## src/rtl/rom_read_arbiter_pkg.sv

```systemverilog
// Shared types and constants for the two-port ROM read arbiter.
// Grant encoding doubles as the index of the per-port response registers.
package rom_arb_pkg;

   typedef enum logic [1:0] {
      IDLE = 2'd0,
      READ = 2'd1,
      DONE = 2'd2
   } state_e;

   localparam logic GNT_I = 1'b0;
   localparam logic GNT_D = 1'b1;

   localparam int unsigned MEM_BYTES_DEFAULT = 4096;
   localparam logic [1:0]  ALIGN_MASK        = 2'b11;

endpackage

```

## src/rtl/rom_read_arbiter_if.sv

```systemverilog
// Bundle of the fetch/load request ports and the memory read port.
// slave is the arbiter side, master is the requester/memory side.
interface rom_read_arbiter_if #(
   parameter int unsigned ADDR_W = 32,
   parameter int unsigned DATA_W = 32
);
   logic              i_req;
   logic [ADDR_W-1:0] i_addr;
   logic              i_ack;
   logic [DATA_W-1:0] i_data;
   logic              i_err;

   logic              d_req;
   logic [ADDR_W-1:0] d_addr;
   logic              d_ack;
   logic [DATA_W-1:0] d_data;
   logic              d_err;

   logic              m_cs;
   logic              m_rd;
   logic [ADDR_W-1:0] m_addr;
   logic [DATA_W-1:0] m_dout;

   modport slave (
      input  i_req, i_addr, d_req, d_addr, m_dout,
      output i_ack, i_data, i_err, d_ack, d_data, d_err, m_cs, m_rd, m_addr
   );

   modport master (
      output i_req, i_addr, d_req, d_addr, m_dout,
      input  i_ack, i_data, i_err, d_ack, d_data, d_err, m_cs, m_rd, m_addr
   );
endinterface

```

## src/rtl/rom_read_arbiter_rr_arbiter2.sv

```systemverilog
// Combinational two-way round-robin pick between fetch and load.
// Under contention the port that did not win last time is chosen.
module rr_arbiter2
   import rom_arb_pkg::*;
(
   input  logic i_req_i,
   input  logic d_req_i,
   input  logic last_grant_i,
   output logic grant_o
);

   always_comb begin
      grant_o = GNT_I;
      if (i_req_i && d_req_i) begin
         grant_o = ~last_grant_i;
      end else if (d_req_i) begin
         grant_o = GNT_D;
      end
   end

endmodule

```

## src/rtl/rom_read_arbiter.sv

```systemverilog
// Shares one ROM read port between instruction fetch and data load.
// IDLE grants and screens the address, READ strobes the memory, DONE acks.
module rom_read_arbiter
   import rom_arb_pkg::*;
#(
   parameter int unsigned MEM_BYTES = MEM_BYTES_DEFAULT,
   parameter int unsigned ADDR_W    = 32,
   parameter int unsigned DATA_W    = 32
) (
   input  logic              clk,
   input  logic              reset,
   rom_read_arbiter_if.slave bus
);

   localparam logic [ADDR_W-1:0] LAST_WORD = ADDR_W'(MEM_BYTES - 4);

   state_e            state_q, state_d;
   logic              grant_q, grant_d;
   logic              last_grant_q, last_grant_d;
   logic              strobe_q, strobe_d;
   logic [ADDR_W-1:0] m_addr_q, m_addr_d;

   logic              pick;
   logic [ADDR_W-1:0] req_addr;
   logic              addr_bad;

   logic              resp_valid;
   logic              resp_port;
   logic [DATA_W-1:0] resp_data;
   logic              resp_err;

   logic              ack_q  [2];
   logic [DATA_W-1:0] data_q [2];
   logic              err_q  [2];

   rr_arbiter2 u_rr (
      .i_req_i      (bus.i_req),
      .d_req_i      (bus.d_req),
      .last_grant_i (last_grant_q),
      .grant_o      (pick)
   );

   assign req_addr = (pick == GNT_D) ? bus.d_addr : bus.i_addr;
   // Unsigned full-width compare, so addresses near 2^32 cannot wrap into range.
   assign addr_bad = ((req_addr[1:0] & ALIGN_MASK) != 2'b00) || (req_addr > LAST_WORD);

   always_comb begin
      state_d      = state_q;
      grant_d      = grant_q;
      last_grant_d = last_grant_q;
      strobe_d     = 1'b0;
      m_addr_d     = m_addr_q;
      resp_valid   = 1'b0;
      resp_port    = grant_q;
      resp_data    = '0;
      resp_err     = 1'b0;
      unique case (state_q)
         IDLE: begin
            if (bus.i_req || bus.d_req) begin
               grant_d   = pick;
               resp_port = pick;
               if (addr_bad) begin
                  resp_valid = 1'b1;
                  resp_err   = 1'b1;
                  state_d    = DONE;
               end else begin
                  strobe_d = 1'b1;
                  m_addr_d = req_addr;
                  state_d  = READ;
               end
            end
         end
         READ: begin
            resp_valid = 1'b1;
            resp_data  = bus.m_dout;
            state_d    = DONE;
         end
         DONE: begin
            last_grant_d = grant_q;
            state_d      = IDLE;
         end
         default: state_d = IDLE;
      endcase
   end

   always_ff @(posedge clk) begin
      if (reset) begin
         state_q      <= IDLE;
         grant_q      <= GNT_I;
         last_grant_q <= GNT_D;
         strobe_q     <= 1'b0;
         m_addr_q     <= '0;
      end else begin
         state_q      <= state_d;
         grant_q      <= grant_d;
         last_grant_q <= last_grant_d;
         strobe_q     <= strobe_d;
         m_addr_q     <= m_addr_d;
      end
   end

   // Index 0 is the fetch port, index 1 the load port, matching the grant code.
   for (genvar gi = 0; gi < 2; gi++) begin : g_port
      always_ff @(posedge clk) begin
         if (reset) begin
            ack_q[gi]  <= 1'b0;
            data_q[gi] <= '0;
            err_q[gi]  <= 1'b0;
         end else begin
            ack_q[gi] <= resp_valid && (resp_port == 1'(gi));
            if (resp_valid && (resp_port == 1'(gi))) begin
               data_q[gi] <= resp_data;
               err_q[gi]  <= resp_err;
            end
         end
      end
   end

   assign bus.m_cs   = strobe_q;
   assign bus.m_rd   = strobe_q;
   assign bus.m_addr = m_addr_q;
   assign bus.i_ack  = ack_q[0];
   assign bus.i_data = data_q[0];
   assign bus.i_err  = err_q[0];
   assign bus.d_ack  = ack_q[1];
   assign bus.d_data = data_q[1];
   assign bus.d_err  = err_q[1];

endmodule

```

## src/flat_wrapper.sv

```systemverilog
// flat-port wrapper written by rule: the top's interface ports become plain ports
module rom_read_arbiter_flat import rom_arb_pkg::*;
#(
   parameter int unsigned MEM_BYTES = MEM_BYTES_DEFAULT,
   parameter int unsigned ADDR_W    = 32,
   parameter int unsigned DATA_W    = 32
)
  (clk, reset, bus_i_req, bus_i_addr, bus_d_req, bus_d_addr, bus_m_dout, bus_i_ack, bus_i_data, bus_i_err, bus_d_ack, bus_d_data, bus_d_err, bus_m_cs, bus_m_rd, bus_m_addr);
  rom_read_arbiter_if #(.ADDR_W(ADDR_W), .DATA_W(DATA_W)) bus_i ();
  input  logic clk;
  input  logic reset;
  input wire logic [$bits(bus_i.i_req)-1:0] bus_i_req;
  input wire logic [$bits(bus_i.i_addr)-1:0] bus_i_addr;
  input wire logic [$bits(bus_i.d_req)-1:0] bus_d_req;
  input wire logic [$bits(bus_i.d_addr)-1:0] bus_d_addr;
  input wire logic [$bits(bus_i.m_dout)-1:0] bus_m_dout;
  output wire logic [$bits(bus_i.i_ack)-1:0] bus_i_ack;
  output wire logic [$bits(bus_i.i_data)-1:0] bus_i_data;
  output wire logic [$bits(bus_i.i_err)-1:0] bus_i_err;
  output wire logic [$bits(bus_i.d_ack)-1:0] bus_d_ack;
  output wire logic [$bits(bus_i.d_data)-1:0] bus_d_data;
  output wire logic [$bits(bus_i.d_err)-1:0] bus_d_err;
  output wire logic [$bits(bus_i.m_cs)-1:0] bus_m_cs;
  output wire logic [$bits(bus_i.m_rd)-1:0] bus_m_rd;
  output wire logic [$bits(bus_i.m_addr)-1:0] bus_m_addr;
  assign bus_i.i_req = bus_i_req;
  assign bus_i.i_addr = bus_i_addr;
  assign bus_i.d_req = bus_d_req;
  assign bus_i.d_addr = bus_d_addr;
  assign bus_i.m_dout = bus_m_dout;
  assign bus_i_ack = bus_i.i_ack;
  assign bus_i_data = bus_i.i_data;
  assign bus_i_err = bus_i.i_err;
  assign bus_d_ack = bus_i.d_ack;
  assign bus_d_data = bus_i.d_data;
  assign bus_d_err = bus_i.d_err;
  assign bus_m_cs = bus_i.m_cs;
  assign bus_m_rd = bus_i.m_rd;
  assign bus_m_addr = bus_i.m_addr;
  rom_read_arbiter #(.MEM_BYTES(MEM_BYTES), .ADDR_W(ADDR_W), .DATA_W(DATA_W)) u_core (.clk(clk), .reset(reset), .bus(bus_i));
endmodule
```

## config.mk

```make
export PLATFORM = sky130hd
export DESIGN_NAME = rom_read_arbiter_flat
export DESIGN_NICKNAME = d
export VERILOG_FILES = /design/src/rtl/rom_read_arbiter_pkg.sv /design/src/rtl/rom_read_arbiter_if.sv /design/src/rtl/rom_read_arbiter_rr_arbiter2.sv /design/src/rtl/rom_read_arbiter.sv /design/src/flat_wrapper.sv
export SDC_FILE = /design/constraint.sdc
export NUM_CORES = 1
export LEC_CHECK = 0
export BUFFER_PORTS_ARGS = -buffer_cell sky130_fd_sc_hd__buf_2
export CAP_MARGIN = 20
export CORE_ASPECT_RATIO = 1.2
export CORE_MARGIN = 2
export CORE_UTILIZATION = 45
export CTS_CLUSTER_DIAMETER = 30
export DETAILED_ROUTE_END_ITERATION = 8
export PLACE_DENSITY = 0.79
export SLEW_MARGIN = 20
export SYNTH_ARGS = -nofsm -noshare
export SYNTH_HDL_FRONTEND = slang
export SYNTH_HIERARCHICAL = 1
export SYNTH_SLANG_ARGS = --single-unit
```

## constraint.sdc

```tcl
create_clock -name clk -period 5.6 [get_ports clk]
set_input_delay 0.56 -clock clk [delete_from_list [all_inputs] [get_ports clk]]
set_output_delay 0.56 -clock clk [all_outputs]
set_load 0.05 [all_outputs]
```

* Word-level counts from Yosys, hierarchy flattened
Memory sizes are Yosys's and may differ from the RTL's.
Index checks and enable logic that the tools add are counted.
** Storage, ports and cells
- Register bits :: 37
- Bits in writable memories :: 68
- Input bits :: 100
- Word-level logic and storage cells :: 61
- Memories kept :: 3
** Memories
- u_core.data_q :: depth 2, width 32, read ports 2, clocked after Yosys merged registers in 0, wr ports 2, RTL line rom_read_arbiter.sv:33 : logic [DATA_W-1:0] data_q [2];
- u_core.ack_q :: depth 2, width 1, read ports 2, clocked after Yosys merged registers in 0, wr ports 2, RTL line rom_read_arbiter.sv:32 : logic ack_q [2];
- u_core.err_q :: depth 2, width 1, read ports 2, clocked after Yosys merged registers in 0, wr ports 2, RTL line rom_read_arbiter.sv:34 : logic err_q [2];
** Cells by class
- $lt $le $gt $ge :: 1
- Eq/ne operators :: 3
- Multiplexer cells :: 29
- Bitwise gates (word level) :: 11
- Reductions and logical operators :: 9
** Operators with widths (count)
- two-way mux 32 bit :: 4
- > comparator 32 x 12 -> 1 bit (second input constant) :: 1
- two-way mux 1 bit :: 21
- OR 1 bit :: 6
- NOT 1 bit :: 5
- two-way mux 2 bit :: 2
- case mux 2 bit (2 select lines) :: 1
- logical AND 1 bit :: 3
- AND reduction 3 bit :: 1
- OR reduction 3 bit :: 1
- equality test 2 x 1 -> 1 bit (second input constant) :: 1
- equality test 2 bit (second input constant) :: 1
- logical NOT 2 bit :: 1
- logical OR 1 bit :: 2
- inequality test 2 x 1 -> 1 bit (second input constant) :: 1
- case mux 1 bit (2 select lines) :: 1
- nonzero test 2 bit :: 1

* Logic depth before layout (Yosys ltp)
Gate-level depths: netlist (run 1).
- Depth after elaboration :: 13
- Mapped depth :: 8
- Mapped depth without buffers :: 6

* Cells and area by module
The synthesis (run 1) kept the hierarchy.
** Modules (own cells, without submodules)
- rom_read_arbiter :: times used 1, cells an instance 285, area an instance 3930.0 um2, sequential area each 2762.6 um2
- rr_arbiter2 :: times used 1, cells an instance 1, area an instance 11.3 um2, sequential area each 0.0 um2

* Least setup slack after synthesis (run 1)
Ideal clock, no wire load.
- Kind :: input to register
- From :: input bus_d_req
- To :: memory u_core.data_q[1][0], enable pin
- Data arrival time :: 4108 ps
- Required time :: 5131 ps
- Slack :: 1023 ps
- Stages :: 7
- Cells stage by stage :: a21boi_2 buf_2 nor3_1 a22oi_1 a211oi_1 or3_1 o21ai_0
** RTL lines
- from (decl) :: RTL line flat_wrapper.sv:14 : input wire logic [$bits(bus_i.d_req)-1:0] bus_d_req;
- to (decl) :: RTL line rom_read_arbiter.sv:33

==> out/results.tsv, run 1 <==
stage	metric	value	unit
run_status	status	finished, final reports clean	
final_layout	share of cells above drive strength 1	47.76	%
synthesis	count of mapped cells out of synthesis	286	
global_routing	initial antenna violation count	0	
critical_path	Max FO, Critical Path	33	
route	wire per inst	14.50	um
final_layout	Area Growth Syn to Fin	34.63	%
floorplanning	die area	9526	um2
clocking	CTS resizes	0	
timing	FMAX	0.3328	GHz
clocking	Setup Buffers After CTS	0	
critical_path	worst-path cell chain	a21boi_2 > buf_4 > nor3_1 > a22oi_1 > a211oi_1 > or3_1 > o21ai_4	
critical_path	Crit-path slowest cell	o21ai_4	
hold_path	HP Class	register to register	
synthesis	post-synthesis cell type count	30	
floorplanning	num ports	202	
route	drt pass-1 iters	4	
clocking	H-tree depth	3	
clocking	CTS tree	built	
floorplanning	Die Wd	89.43	um
route	Antenna Nets Post-Route	0	
timing	final hold violations	0	
clocking	hold_buf cts	0	
place	Post-DP Area	5090	um2
timing	RSZ-0062 raised after global routing	no	
power	worst vdd ir	133.6	uV
global_routing	vias in the first global route	2819	
clocking	Clock Latency Late Sink	0.36	ns
timing	Final Cycle Share	53.66	%
timing	# setup viols final	0	
timing	Setup Skew	0.01034	ns
route	Via density	4.759	
final_layout	Nets	587	
final_layout	most frequent cells in the layout	buf_2 (201), and2_1 (86), edfxtp_1 (66)	
synthesis	top cell type's share of synthesized area	50.29	%
clocking	Clock Sink Count	105	
timing	Slew Limit Fails	0	
place	PortBufs	201	
place	RD Place Congestion	0.8741	
synthesis	register area share after synthesis	70.10	%
global_routing	first-pass GRT wire length	13410	um
clocking	CTS max path bufs	2	
power	leakage	2.480	nW
final_layout	commonest non-fill, non-tap cell in the layout	buf_2	
critical_path	Worst EP required	5.58	ns
critical_path	Worst path max stage delay	0.87	ns
route	DRC violations left	0	
global_routing	largest net degree at the start of global routing	34	
global_routing	gr ovfl total	0	
critical_path	critical path type	register to register	
power	Pwr Density	300.4	nW/um2
timing	crit path time final	3.005	ns
floorplanning	Vert. Die Dim	106.5	um
timing	Slew @ Worst Pin	1.044	ns
clocking	Root Driver	clkbuf_8	
global_routing	GRT Overall Usage	18.33	%
critical_path	crit path DAT	2.99	ns
critical_path	CP Buf/Inv Count	1	
synthesis	register bit total from synthesis	105	
synthesis	net count after synthesis	386	
route	vias post-DR	2898	
final_layout	ANT cells	0	
route	drt initial violations	120	
synthesis	ranking of synthesized cells by area	edfxtp_1 (50%), dfxtp_1 (20%), and2_1 (14%)	
timing	total negative setup slack	0	ns
timing	Slew HR	30.15	%
synthesis	synth warn	6	
critical_path	Worst Setup End Kind	register	
place	post-DP HPWL	6541	um
final_layout	final core utilization	61.96	%
floorplanning	core box area	8564	um2
critical_path	Setup crit start kind	register	
run	Max-Cap Viols	0	
floorplanning	initial core utilization	46.02	%
floorplanning	row count	37	
final_layout	cell area after layout	5306	um2
critical_path	Top Family by Delay on Critical Path	compound AO/OA/AOI/OAI gates	
synthesis	Post-Synthesis Cell Area	3941	um2
clocking	CTS Buf Count	9	
clocking	register clock-pin slew on the reported worst setup and hold paths	0.11	ns
route	WL final	8831	um
synthesis	synthesized area per cell	13.78	um2
synthesis	largest area contributor in the netlist	edfxtp_1	
==> kinds of logic after synthesis <==
logic type | share of synthesized area [%]
simple gates | 19.43
flops | 70.10
compound gates | 5.619
buf+inv | 2.063
mux | 2.794
==> stage by stage <==
| stage | power (mW) | setup slack [ns] | cells | hold slack (ns) |
|---|---|---|---|---|
| floorplan | 1.044 | 1.023 | 286 | 0.5192 |
| global placement | 1.120 | 2.284 | 593 | 0.4377 |
| detailed placement | 1.124 | 2.209 | 593 | 0.4396 |
| CTS | 1.609 | 2.569 | 609 | 0.4697 |
| global route | 1.658 | 2.363 | 609 | 0.4702 |
| finish | 1.594 | 2.595 | 609 | 0.4635 |
==> worst paths after layout <==
path	end	slack (ns)	cells after the start	start
worst max-delay path	u_core/data_q[0][22]	2.59	7	u_core/last_grant_q
worst min-delay path	u_core/bus.m_addr[16]	0.46	1	u_core/bus.m_addr[16]
worst max register to register	u_core/data_q[0][22]	2.59	7	u_core/last_grant_q
worst min register to register	u_core/bus.m_addr[16]	0.46	1	u_core/bus.m_addr[16]
==> Yosys cell counts <==
cell type	count
nor3b_1	1
nor2b_1	4
nor2_1	18
buf_4	2
o22a_1	1
a21boi_2	1
o31ai_1	1
mux2i_1	11
or4_1	1
a211o_1	1
buf_2	2
a21oi_1	2
o21bai_1	1
edfxtp_1	66
o21ai_0	2
a22oi_1	1
clkbuf_1	11
a211oi_1	3
nor4b_1	1
dfxtp_1	39
a211oi_2	8
nor3_1	4
or4b_1	1
nor4_1	6
a2111oi_4	1
inv_1	4
and2_1	86
nand4_1	2
nand2b_1	2
or3_1	3
==> where the power goes <==
part	switching, mW	internal (mW)	leakage, nW	total [mW]
sequential	0.0107	0.858	1.02	0.868
clock	0.270	0.219	0.109	0.490
combinational	0.178	0.0586	1.35	0.236
total	0.459	1.14	2.48	1.59
==> worst register-to-register path, delay by kind of cell, from the launching register on <==
kind / cells / cell delay, ns
AND/OR/NAND/NOR: 2 / 0.60
buffers and inverters: 1 / 0.27
flip-flops: 1 / 0.34
AO/OA/AOI/OAI: 4 / 1.41
==> registers in the layout, summed over array words and instances (netlist names) <==
| name | count |
|---|---|
| u_core/ack_q | 2 |
| u_core/bus.m_addr | 32 |
| u_core/bus.m_cs | 1 |
| u_core/data_q | 64 |
| u_core/err_q | 2 |
| u_core/grant_q | 1 |
| u_core/last_grant_q | 1 |
| u_core/state_q | 2 |
==> per-layer routing <==
metal | part of all wire (%) | global-route usage, %
met5 | 0 | 0
met4 | 2.6 | 8.742
met3 | 7.6 | 3.960
met2 | 48 | 29.63
met1 | 41 | 23.04
==> cell type report <==
class	instances	area, um2
multi-input cells	162	1130
clock buffers	9	123.9
fillers	680	3258
flip-flops and latches	105	2763
inverters	4	15.01
well taps	117	146.4
clock inverters	7	92.59
repair buffers	205	1036
No activity file was read; power rests on OpenSTA's default activity.
==> run 2: changes to the inputs <==
CORE_UTILIZATION = 41   (was 45)
PLACE_DENSITY = 0.76   (was 0.79)
clock period = 2.4 ns   (was 5.6 ns; I/O delays follow)
==> run 2 against run 1 <==
Compared with the run above: clock skew is 0.0057 ns lower; largest cell class unchanged; sequential share of layout area is 2.7 points lower; power grew to 2.6 times the previous value; fmax is 33% higher; global-route usage is 1.5 points lower; critical endpoint is now u_core/data_q[1][29]; sequential cell count stayed put; register-to-register slack worse by 2.5 ns; wire length is 2.8% lower; worst setup slack worse by 2.5 ns; sequential power is 130% higher; clock power grew to 3.2 times the previous value.
==> out/results.tsv, run 2 (synthesis gave the netlist of run 1 again) <==
stage	metric	value	unit
final_layout	Nets	601	
global_routing	first-pass GRT wire length	13510	um
floorplanning	Die Wd	93.50	um
floorplanning	Vert. Die Dim	111.4	um
run	Max-Cap Viols	0	
timing	Slew @ Worst Pin	0.5171	ns
floorplanning	core box area	9418	um2
critical_path	reg2reg setup slack	0.14	ns
place	RD Place Congestion	0.7686	
route	drt pass-1 iters	6	
timing	total negative setup slack	0	ns
timing	Slew HR	65.52	%
hold_path	HP Class	input pin to register	
timing	Final Cycle Share	94.25	%
timing	final hold violations	0	
final_layout	final core utilization	59.43	%
route	Antenna Nets Post-Route	0	
power	Tot Pwr	4.182	mW
critical_path	Worst EP required	2.43	ns
global_routing	gr ovfl total	0	
critical_path	critical path type	register to register	
clocking	CTS Buf Count	9	
power	leakage	2.618	nW
floorplanning	initial core utilization	41.85	%
floorplanning	num ports	202	
final_layout	ANT cells	0	
clocking	Root Driver	clkbuf_16	
route	WL final	8581	um
critical_path	Crit-path slowest cell	or3_4	
clocking	register clock-pin slew on the reported worst setup and hold paths	0.07	ns
floorplanning	row count	39	
hold_path	hold_sp	bus_m_dout[31]	
global_routing	GRT Overall Usage	16.88	%
critical_path	Setup crit start kind	register	
route	DRC violations left	0	
critical_path	Top Family by Delay on Critical Path	simple AND/OR/NAND/NOR gates	
hold_path	Worst Hold End	u_core/data_q[1][31]	
route	Via density	4.603	
power	Pwr Density	747.2	nW/um2
timing	RSZ-0062 raised after global routing	no	
critical_path	CP Buf/Inv Count	2	
timing	Setup Skew	0.004661	ns
clocking	Clock Latency Late Sink	0.34	ns
global_routing	initial antenna violation count	0	
global_routing	vias in the first global route	2797	
run_status	status	finished, final reports clean	
timing	FMAX	0.4421	GHz
critical_path	Worst R2R Start	u_core/last_grant_q	
timing	crit path time final	2.262	ns
final_layout	most frequent cells in the layout	buf_2 (201), and2_1 (86), edfxtp_1 (66)	
final_layout	Area Growth Syn to Fin	42.00	%
timing	# setup viols final	0	
global_routing	largest net degree at the start of global routing	34	
place	PortBufs	201	
clocking	H-tree depth	3	
critical_path	worst r2r path cells	8	
critical_path	crit path DAT	2.30	ns
critical_path	Max FO, Critical Path	33	
critical_path	Worst path max stage delay	0.42	ns
critical_path	worst-path cell chain	a21boi_2 > buf_4 > nor4_1 > nand4_1 > a211oi_1 > or3_4 > o21ai_4 > buf_12	
route	wire per inst	13.64	um
critical_path	Worst Setup End Kind	register	
route	vias post-DR	2895	
clocking	CTS max path bufs	2	
final_layout	Largest register FFs	64	
hold_path	worst hold path stage count	2	
clocking	CTS tree	built	
route	drt initial violations	110	
floorplanning	die area	10420	um2
power	worst vdd ir	421.7	uV
final_layout	Top reg by flops	u_core/data_q	
timing	Slew Limit Fails	0	
final_layout	commonest non-fill, non-tap cell in the layout	buf_2	
place	post-DP HPWL	6373	um
critical_path	RR Endpoint	u_core/data_q[1][29]	
clocking	Clock Sink Count	105	
final_layout	share of cells above drive strength 1	49.80	%
## run 2: per-stage QoR
step / instance area [um2] / worst slack, ns / hold slack, ns / std cells
2_1_floorplan: 3974 / 0.03486 / 0.4382 / 286
3_3_place_gp: 5228 / 0.08481 / 0.4415 / 610
3_5_place_dp: 5228 / 0.003214 / 0.4382 / 610
4_1_cts: 5564 / 0.04196 / 0.1762 / 626
5_1_grt: 5597 / 0.01524 / 0.1798 / 629
6_report: 5597 / 0.1379 / 0.1878 / 629
## run 2: worst reg2reg max path: stages (launching register included)
cell	delay (ns)
dfxtp_1	0.33
a21boi_2	0.18
buf_4	0.25
nor4_1	0.09
nand4_1	0.17
a211oi_1	0.12
or3_4	0.43
o21ai_4	0.16
buf_12	0.23
## run 2: per-layer routing
| metal | wire (um) | GRT usage, % |
|---|---|---|
| met3 | 671 | 3.654 |
| met4 | 190 | 8.333 |
| met2 | 4277 | 27.48 |
| met1 | 3442 | 21.21 |
| met5 | 0 | 0 |
## run 2: report_power, final
group	internal [mW]	switching (mW)
Sequential	2.00	0.0234
Combinational	0.161	0.419
Clock	0.933	0.645
Total	3.09	1.09
## run 2: area by class of cell
class | count | area [um2]
Fill cell | 742 | 3821
Clock inverter | 7 | 111.4
Sequential cell | 105 | 2763
Timing Repair Buffer | 219 | 1182
Clock buffer | 9 | 225.2
Inverter | 4 | 15.01
Tap cell | 123 | 153.9
Multi-Input combinational cell | 162 | 1146
## run 2: worst max path at each step
stage,end,cells past startpoint,slack [ns],from
floorplan,u_core/data_q[0][0],7,0.03,u_core/last_grant_q
CTS,u_core/bus.m_addr[12],8,0.04,u_core/last_grant_q
detailed placement,u_core/bus.m_addr[12],9,0.003,bus_i_req
global route,u_core/data_q[1][29],8,0.02,u_core/last_grant_q
finish,u_core/data_q[1][29],8,0.14,u_core/last_grant_q
global placement,u_core/bus.m_addr[30],8,0.08,bus_d_req
## run 2: timing repair
| action | CTS | global route |
|---|---|---|
| setup buffers | 0 | 2 |
| endpoints found under the setup margin | 0 | 86 |
| hold buffers | 0 | 0 |
| endpoints found under the hold margin | 0 | 0 |
| resized for setup | 0 | 2 |
